===== src/rtl/wb_byte_serializer.sv =====
// wb_byte_serializer: splits each 32-bit Wishbone master access into classic
// 8-bit slave cycles, one per selected byte, in ascending address order.
// Read bytes are gathered into a 32-bit word. The master access ends with a
// single ack, err or rty pulse.
module wb_byte_serializer #(
    parameter int AW = 32
) (
    input  logic          wb_clk_i,
    input  logic          wb_rst_i,
    // master (32-bit) side
    input  logic [AW-1:0] wbm_adr_i,
    input  logic [31:0]   wbm_dat_i,
    input  logic [3:0]    wbm_sel_i,
    input  logic          wbm_we_i,
    input  logic          wbm_cyc_i,
    input  logic          wbm_stb_i,
    input  logic [2:0]    wbm_cti_i,
    input  logic [1:0]    wbm_bte_i,
    output logic [31:0]   wbm_dat_o,
    output logic          wbm_ack_o,
    output logic          wbm_err_o,
    output logic          wbm_rty_o,
    // slave (8-bit) side
    output logic [AW-1:0] wbs_adr_o,
    output logic [7:0]    wbs_dat_o,
    output logic          wbs_we_o,
    output logic          wbs_cyc_o,
    output logic          wbs_stb_o,
    output logic [2:0]    wbs_cti_o,
    output logic [1:0]    wbs_bte_o,
    input  logic [7:0]    wbs_dat_i,
    input  logic          wbs_ack_i,
    input  logic          wbs_err_i,
    input  logic          wbs_rty_i
);

    typedef enum logic [1:0] {IDLE, BUS, DONE} state_t;

    localparam logic [1:0] ST_ACK = 2'd0;
    localparam logic [1:0] ST_ERR = 2'd1;
    localparam logic [1:0] ST_RTY = 2'd2;

    state_t        state_q, state_d;
    logic [AW-3:0] adr_q, adr_d;
    logic [31:0]   wdat_q, wdat_d;
    logic [3:0]    sel_q, sel_d;
    logic          we_q, we_d;
    logic [1:0]    off_q, off_d;
    logic [31:0]   rdat_q, rdat_d;
    logic [1:0]    stat_q, stat_d;

    logic [1:0]    first_off;
    logic [1:0]    next_off;
    logic          next_found;
    logic [4:0]    lane_base;

    // Cycle type, burst type and the byte bits of the word address have no
    // effect: every master beat is served as a classic single access.
    logic unused_inputs;
    assign unused_inputs = &{1'b0, wbm_cti_i, wbm_bte_i, wbm_adr_i[1:0]};

    // Offset k is selected by sel[3-k]; offset 0 lives in bits [31:24].
    assign lane_base = {~off_q, 3'b000};

    // Find the lowest selected offset of a new request and the next selected
    // offset after the current one (scanning downward keeps the smallest).
    always_comb begin
        first_off  = 2'd0;
        next_off   = off_q;
        next_found = 1'b0;
        for (int k = 3; k >= 0; k--) begin
            if (wbm_sel_i[3-k]) begin
                first_off = 2'(k);
            end
            if ((k > int'(off_q)) && sel_q[3-k]) begin
                next_off   = 2'(k);
                next_found = 1'b1;
            end
        end
    end

    // Next-state logic: latch request, walk the selected bytes, terminate.
    always_comb begin
        state_d = state_q;
        adr_d   = adr_q;
        wdat_d  = wdat_q;
        sel_d   = sel_q;
        we_d    = we_q;
        off_d   = off_q;
        rdat_d  = rdat_q;
        stat_d  = stat_q;
        case (state_q)
            IDLE: begin
                if (wbm_cyc_i && wbm_stb_i) begin
                    adr_d  = wbm_adr_i[AW-1:2];
                    wdat_d = wbm_dat_i;
                    sel_d  = wbm_sel_i;
                    we_d   = wbm_we_i;
                    // Writes leave the last read word visible.
                    if (!wbm_we_i) begin
                        rdat_d = 32'h0;
                    end
                    if (wbm_sel_i == 4'h0) begin
                        stat_d  = ST_ACK;
                        state_d = DONE;
                    end else begin
                        off_d   = first_off;
                        state_d = BUS;
                    end
                end
            end
            BUS: begin
                if (!wbm_cyc_i) begin
                    // Master gave up: drop the slave cycle silently.
                    state_d = IDLE;
                end else if (wbs_err_i) begin
                    stat_d  = ST_ERR;
                    state_d = DONE;
                end else if (wbs_rty_i) begin
                    stat_d  = ST_RTY;
                    state_d = DONE;
                end else if (wbs_ack_i) begin
                    if (!we_q) begin
                        rdat_d[lane_base +: 8] = wbs_dat_i;
                    end
                    if (next_found) begin
                        off_d = next_off;
                    end else begin
                        stat_d  = ST_ACK;
                        state_d = DONE;
                    end
                end
            end
            DONE: begin
                state_d = IDLE;
            end
            default: begin
                state_d = IDLE;
            end
        endcase
    end

    // State registers with synchronous reset.
    always_ff @(posedge wb_clk_i) begin
        if (wb_rst_i) begin
            state_q <= IDLE;
            adr_q   <= '0;
            wdat_q  <= 32'h0;
            sel_q   <= 4'h0;
            we_q    <= 1'b0;
            off_q   <= 2'd0;
            rdat_q  <= 32'h0;
            stat_q  <= ST_ACK;
        end else begin
            state_q <= state_d;
            adr_q   <= adr_d;
            wdat_q  <= wdat_d;
            sel_q   <= sel_d;
            we_q    <= we_d;
            off_q   <= off_d;
            rdat_q  <= rdat_d;
            stat_q  <= stat_d;
        end
    end

    assign wbs_cyc_o = (state_q == BUS);
    assign wbs_stb_o = (state_q == BUS);
    assign wbs_we_o  = (state_q == BUS) && we_q;
    assign wbs_adr_o = {adr_q, off_q};
    assign wbs_dat_o = wdat_q[lane_base +: 8];
    assign wbs_cti_o = 3'b000;
    assign wbs_bte_o = 2'b00;

    assign wbm_dat_o = rdat_q;
    assign wbm_ack_o = (state_q == DONE) && (stat_q == ST_ACK);
    assign wbm_err_o = (state_q == DONE) && (stat_q == ST_ERR);
    assign wbm_rty_o = (state_q == DONE) && (stat_q == ST_RTY);

endmodule


===== config.mk =====
export PLATFORM = sky130hd
export DESIGN_NAME = wb_byte_serializer
export DESIGN_NICKNAME = d
export VERILOG_FILES = /design/src/rtl/wb_byte_serializer.sv
export SDC_FILE = /design/constraint.sdc
export NUM_CORES = 1
export LEC_CHECK = 0
export CAP_MARGIN = 20
export CORE_UTILIZATION = 30
export CTS_CLUSTER_DIAMETER = 60
export DETAILED_ROUTE_END_ITERATION = 10
export GPL_ROUTABILITY_DRIVEN = 0
export PLACE_DENSITY = 0.56
export SETUP_SLACK_MARGIN = 0.5
export SKIP_CTS_REPAIR_TIMING = 1
export SYNTH_ARGS = -nofsm -noshare
export SYNTH_HDL_FRONTEND = slang
export SYNTH_SLANG_ARGS = --single-unit

===== constraint.sdc =====
create_clock -name wb_clk_i -period 2.1 [get_ports wb_clk_i]
set_clock_uncertainty 0.1 [all_clocks]
set_input_delay 0.42 -clock wb_clk_i [delete_from_list [all_inputs] [get_ports wb_clk_i]]
set_output_delay 0.42 -clock wb_clk_i [all_outputs]
set_load 0.01 [all_outputs]

# Yosys cells after proc, flatten, opt, wreduce, memory -nomap -nowiden
# Index checks and enable logic that the tools add are counted.
[totals]
out_inout_bits = 83
wordCells = 95
reg_bits = 104
in_bits = 89
[classes]
shift = 3
bitwise_logic = 1
muxes = 43
n_addsub = 1
reduce_logical = 17
magnitude_cmp = 3
n_eq_ne = 19
[op_table]
columns = ["operator", "n"]
rows = [
  ["$mux 32", 7],
  ["$pmux 32 s2", 1],
  ["$mux 2", 28],
  ["$bwmux 32", 1],
  ["$shift 8x7->32 const A", 1],
  ["$shiftx 32x6->8", 1],
  ["$shiftx 8x7->32", 1],
  ["$ne 2x2->1 const B", 8],
  ["$pmux 2 s2", 3],
  ["$reduce_and 9->1", 1],
  ["$logic_and 1x1->1", 8],
  ["$ne 4x1->1 const B", 2],
  ["$reduce_and 8->1", 1],
  ["$neg 5->7", 1],
  ["$reduce_and 6->1", 1],
  ["$ne 5x2->1 const B", 1],
  ["$ne 5x5->1 const B", 1],
  ["$eq 2x1->1 const B", 2],
  ["$eq 2x2->1 const B", 2],
  ["$gt 2x2->1 const A", 2],
  ["$logic_not 2->1", 2],
  ["$logic_not 4->1", 1],
  ["$ne 2x1->1 const B", 2],
  ["$ne 4x4->1 const B", 1],
  ["6 further kinds", 8],
]

# Depth between registers and ports, before layout
[logic_depth]
depth_word = 11
ltp_mapped = 8
mapped_depth_nobuf = 7

# Worst setup path before layout
# No wires, ideal clock.
[synth_timing]
path_type = "register to register"
start = "reg off_q[1]"
end = "reg stat_q[1]"
setup_ns = 0.119
stages_incl_launch_ff = 8
arrival_time_ns = 1.806
path_slack_ns = 0.075
path_cell_list = "dfxtp_1 buf_2 inv_1 ha_1 a221oi_1 a311o_1 nand2_1 mux2i_1"
[synth_via]
elab_chain_len = 7
[synth_lines]
columns = ["element", "line", "rtl"]
rows = [
  ["from (decl)", "48", "logic [1:0] off_q, off_d;"],
  ["from (signal assigned)", "151", "off_q <= 2'd0;"],
  ["from (signal assigned)", "160", "off_q <= off_d;"],
  ["$gt 2x2->1", "75", "if ((k > int'(off_q)) && sel_q[3-k]) begin"],
  ["$logic_and 1x1->1", "75", ""],
  ["$mux 1 (2 in a row)", "75", ""],
  ["$mux 1 (*)", "75", ""],
  ["$ne 4x4->1 (no source line) (*)", "-", ""],
  ["$reduce_and 6->1 (no source line) (*)", "-", ""],
  ["to (signal assigned)", "162", "stat_q <= stat_d;"],
  ["to (decl)", "50", "logic [1:0] stat_q, stat_d;"],
]
# Every way passes the cells marked *; elsewhere a longest branch is shown, timed or not.
# A chain may end at the register's enable or synchronous reset.

# Worst setup path after layout
[layout_timing]
start = "reg off_q[1]"
end = "reg stat_q[0]"
# Same word-level chain as after synthesis.

==> out/results.ini <==
[yosys]
synth_sequential_area_ratio_pct = 48.7
ys.flop_type = sky130_fd_sc_hd__dfxtp_1
post_synth_instance_area_sq_um = 4270
ys_warnings = 0
synth.area.top_cells = sky130_fd_sc_hd__dfxtp_1 49%, sky130_fd_sc_hd__nand2_1 15%, sky130_fd_sc_hd__a21oi_1 12%
synth_area_per_cell_sq_um = 8.17
synth_largest_type_area_fraction_pct = 48.7
netlist_instances = 523
synth_async_sr_flop_share_pct = 0
yosysTopAreaCell = sky130_fd_sc_hd__dfxtp_1
synth.distinct_cells = 43
post-synth-top-count-cell = sky130_fd_sc_hd__nand2_1
synth_enable_flop_cells = 0
ys_seq_elements = 104
synth_common_cells = 168 x sky130_fd_sc_hd__nand2_1, 104 x sky130_fd_sc_hd__dfxtp_1, 101 x sky130_fd_sc_hd__a21oi_1

[cells_and_area]
sequential_cell_area_sq_um = 2100
antenna-diode-count = 0
footprint_of_the_multi_input_gates_sq_um = 2250
layout-drive-gt1-share_pct = 19.0
finish.net_count = 784
postLayoutCoreUtil_pct = 50.3
fillers = 1352
area_growth_pct = 63.5
final_cell_area_sq_um = 6990
final_cell_count_no_fill = 876

[grt]
initial_antenna_violation_count = 1
grt_start_max_net_pins = 67
grt-ovfl-total = 0
grt.total_usage_pct = 17.0
grt_first_pass_wirelength_microns = 19500
grt_pass1_vias = 3867

[timing]
slew_headroom_pct = 63.3
setup-violations-final = 0
maximum_achievable_frequency_ghz = 0.492
drv_slew = 0
period_share_pct = 96.8
period_needed_ns = 2.03
fin_hold_ws_ns = 0.181
report.final.hold_viol_count = 0
unrepaired_setup_endpoints_after_global_routing = true
worstMarginPinSlew_ns = 0.550

[floorplanning]
floorplan.initialDensity_pct = 30.8
io-pin-count = 172
core_sq_um = 13900
die_h_microns = 121
width_of_the_die_microns = 121
row_count = 43
full_die_area_sq_um = 14700

[routing]
detailedRoute.firstPassIterationCount = 4
finalWirelength_microns = 13700
drt.antenna.violating_nets = 0
drt-initial-drc-count = 208
vias = 4226
drt_drc_violations_left = 0
wl_per_cell_microns = 15.7
detail_route.vias_per_cell = 4.82

[job]
cap_viol_max_count = 0

[critical_path]
timing.critical_path.from = off_q[1]$_SDFFE_PP0P_
critPathKind = reg2reg
kind_of_end_point_of_the_critical_path = flip-flop
timing.critical_path.arrival_ns = 2.21
timing.reg2reg.worst_path_depth = 8
worst-r2r-setup-slack_ns = 0.07
worstPathRequired_ns = 2.27
crit_path_max_fanout = 6
r2r-start = off_q[1]$_SDFFE_PP0P_
worstSetupStartpointType = flip-flop
setup.worst_path.end = stat_q[0]$_SDFFE_PP0P_
worstReg2RegEnd = stat_q[0]$_SDFFE_PP0P_

[cts]
cts_tree = yes
clock_sinks = 104
clkLatencyLatePin_ns = 0.35
clock_tree.htree_level_count = 3
clk_pin_slew_ns = 0.07
ctsLongestPathBuffers = 2
cts_inserted_buffers = 9
clockRootBuffer = sky130_fd_sc_hd__clkbuf_16

[pwr]
total_leakage_power_nw = 3.57
powerDensity_nw_per_um2 = 658
max-vdd-ir-drop_mv = 0.348
totalPowerFinal_mw = 4.60

[worst_hold_path]
worstHoldStart = wb_rst_i
hp-class = in2reg
min_path_cells = 2

[outcome]
run_status = completed

[place]
placement.io_buffers = 159
place.detailed.instances = 843
placed_cell_area_sq_um = 6150
hpwl_microns = 9010

## critical path, cell delays in order (launching register included)
cell                       delay [ns]
sky130_fd_sc_hd__dfxtp_4         0.36
sky130_fd_sc_hd__buf_6           0.13
sky130_fd_sc_hd__buf_6           0.14
sky130_fd_sc_hd__ha_4            0.17
sky130_fd_sc_hd__nor3b_4         0.24
sky130_fd_sc_hd__a221oi_4        0.08
sky130_fd_sc_hd__a311o_1         0.40
sky130_fd_sc_hd__a211o_1         0.27
sky130_fd_sc_hd__o21ai_0         0.07
## flip-flops by register name (all words and copies together), names as in the netlist
name and cells:
sel_q 3, state_q 2, adr_q 30, wbm_dat_o 32, off_q 2, wdat_q 32
stat_q 2, we_q 1
## placed cells by master, fill, tap and decap left out, types with 3 or more instances in the layout
cell                              count
sky130_fd_sc_hd__clkbuf_2             8
sky130_fd_sc_hd__ha_4                 3
sky130_fd_sc_hd__clkbuf_16           10
sky130_fd_sc_hd__buf_12               6
sky130_fd_sc_hd__mux4_2               8
sky130_fd_sc_hd__dlymetal6s2s_1      67
sky130_fd_sc_hd__conb_1               5
sky130_fd_sc_hd__clkbuf_8             3
sky130_fd_sc_hd__clkdlybuf4s50_1     75
sky130_fd_sc_hd__nor2_1               9
sky130_fd_sc_hd__nand3_1             32
sky130_fd_sc_hd__dfxtp_1             99
sky130_fd_sc_hd__buf_2                3
sky130_fd_sc_hd__dfxtp_4              4
sky130_fd_sc_hd__a21oi_1            100
sky130_fd_sc_hd__buf_6               11
sky130_fd_sc_hd__buf_4               25
sky130_fd_sc_hd__clkinv_2             3
sky130_fd_sc_hd__nand2_2              7
sky130_fd_sc_hd__nand2_1            161
sky130_fd_sc_hd__nor3_2               4
sky130_fd_sc_hd__or3_4                4
## worst min-delay path by stage
stage,end,slack (ns)
final,state_q[0]$_SDFFE_PP0P_,0.18
after global routing,state_q[0]$_SDFFE_PP0P_,0.17
after CTS,state_q[0]$_SDFFE_PP0P_,0.17
after detailed placement,wdat_q[4]$_SDFFE_PP0P_,0.34
after global placement,wdat_q[26]$_SDFFE_PP0P_,0.34
after floorplan,sel_q[1]$_SDFFE_PP0P_,0.33
## power by group
part | internal (mW) | total (mW) | switching, mW
clock network | 0.897 | 1.62 | 0.724
logic | 0.451 | 0.880 | 0.430
registers | 2.05 | 2.10 | 0.0509
## metal layers
metal,share of wire [%],vias to the layer above,global-route usage [%],routed length (microns)
met2,50,132,27.7,6860
met5,0.095,-,0,13
li1,-,2101,-,-
met4,1.3,2,6.48,172
met3,8.3,15,6.58,1140
met1,40,1976,20.0,5560
## cells by family after synthesis
| kind of cell | synth area share (%) |
|---|---|
| and+or+nand+nor | 25.1 |
| AOI/OAI and AO/OA | 14.3 |
| DFF | 48.7 |
| buffers and inverters | 5.71 |
| muxes | 4.92 |
| adders and majority gates | 1.17 |
| other | 0.0877 |
## cell type report
cell class / instances / share of cell area (%)
clock buffers: 13 / 3.87
clock inverters: 3 / 0.215
inverters: 5 / 0.340
multi-input cells: 375 / 32.3
flip-flops and latches: 104 / 30.0
well taps: 180 / 3.22
repair buffers: 196 / 30.1
## stage by stage
step           worst slack [ns]  setup TNS (ns)
6_report                 0.0663               0
5_1_grt                 0.00621               0
4_1_cts                  -0.346           -3.63
3_5_place_dp             -0.230           -7.00
3_3_place_gp             -0.192           -6.31
2_1_floorplan             0.442               0
Note: power is estimated with default switching activity, not from simulation.
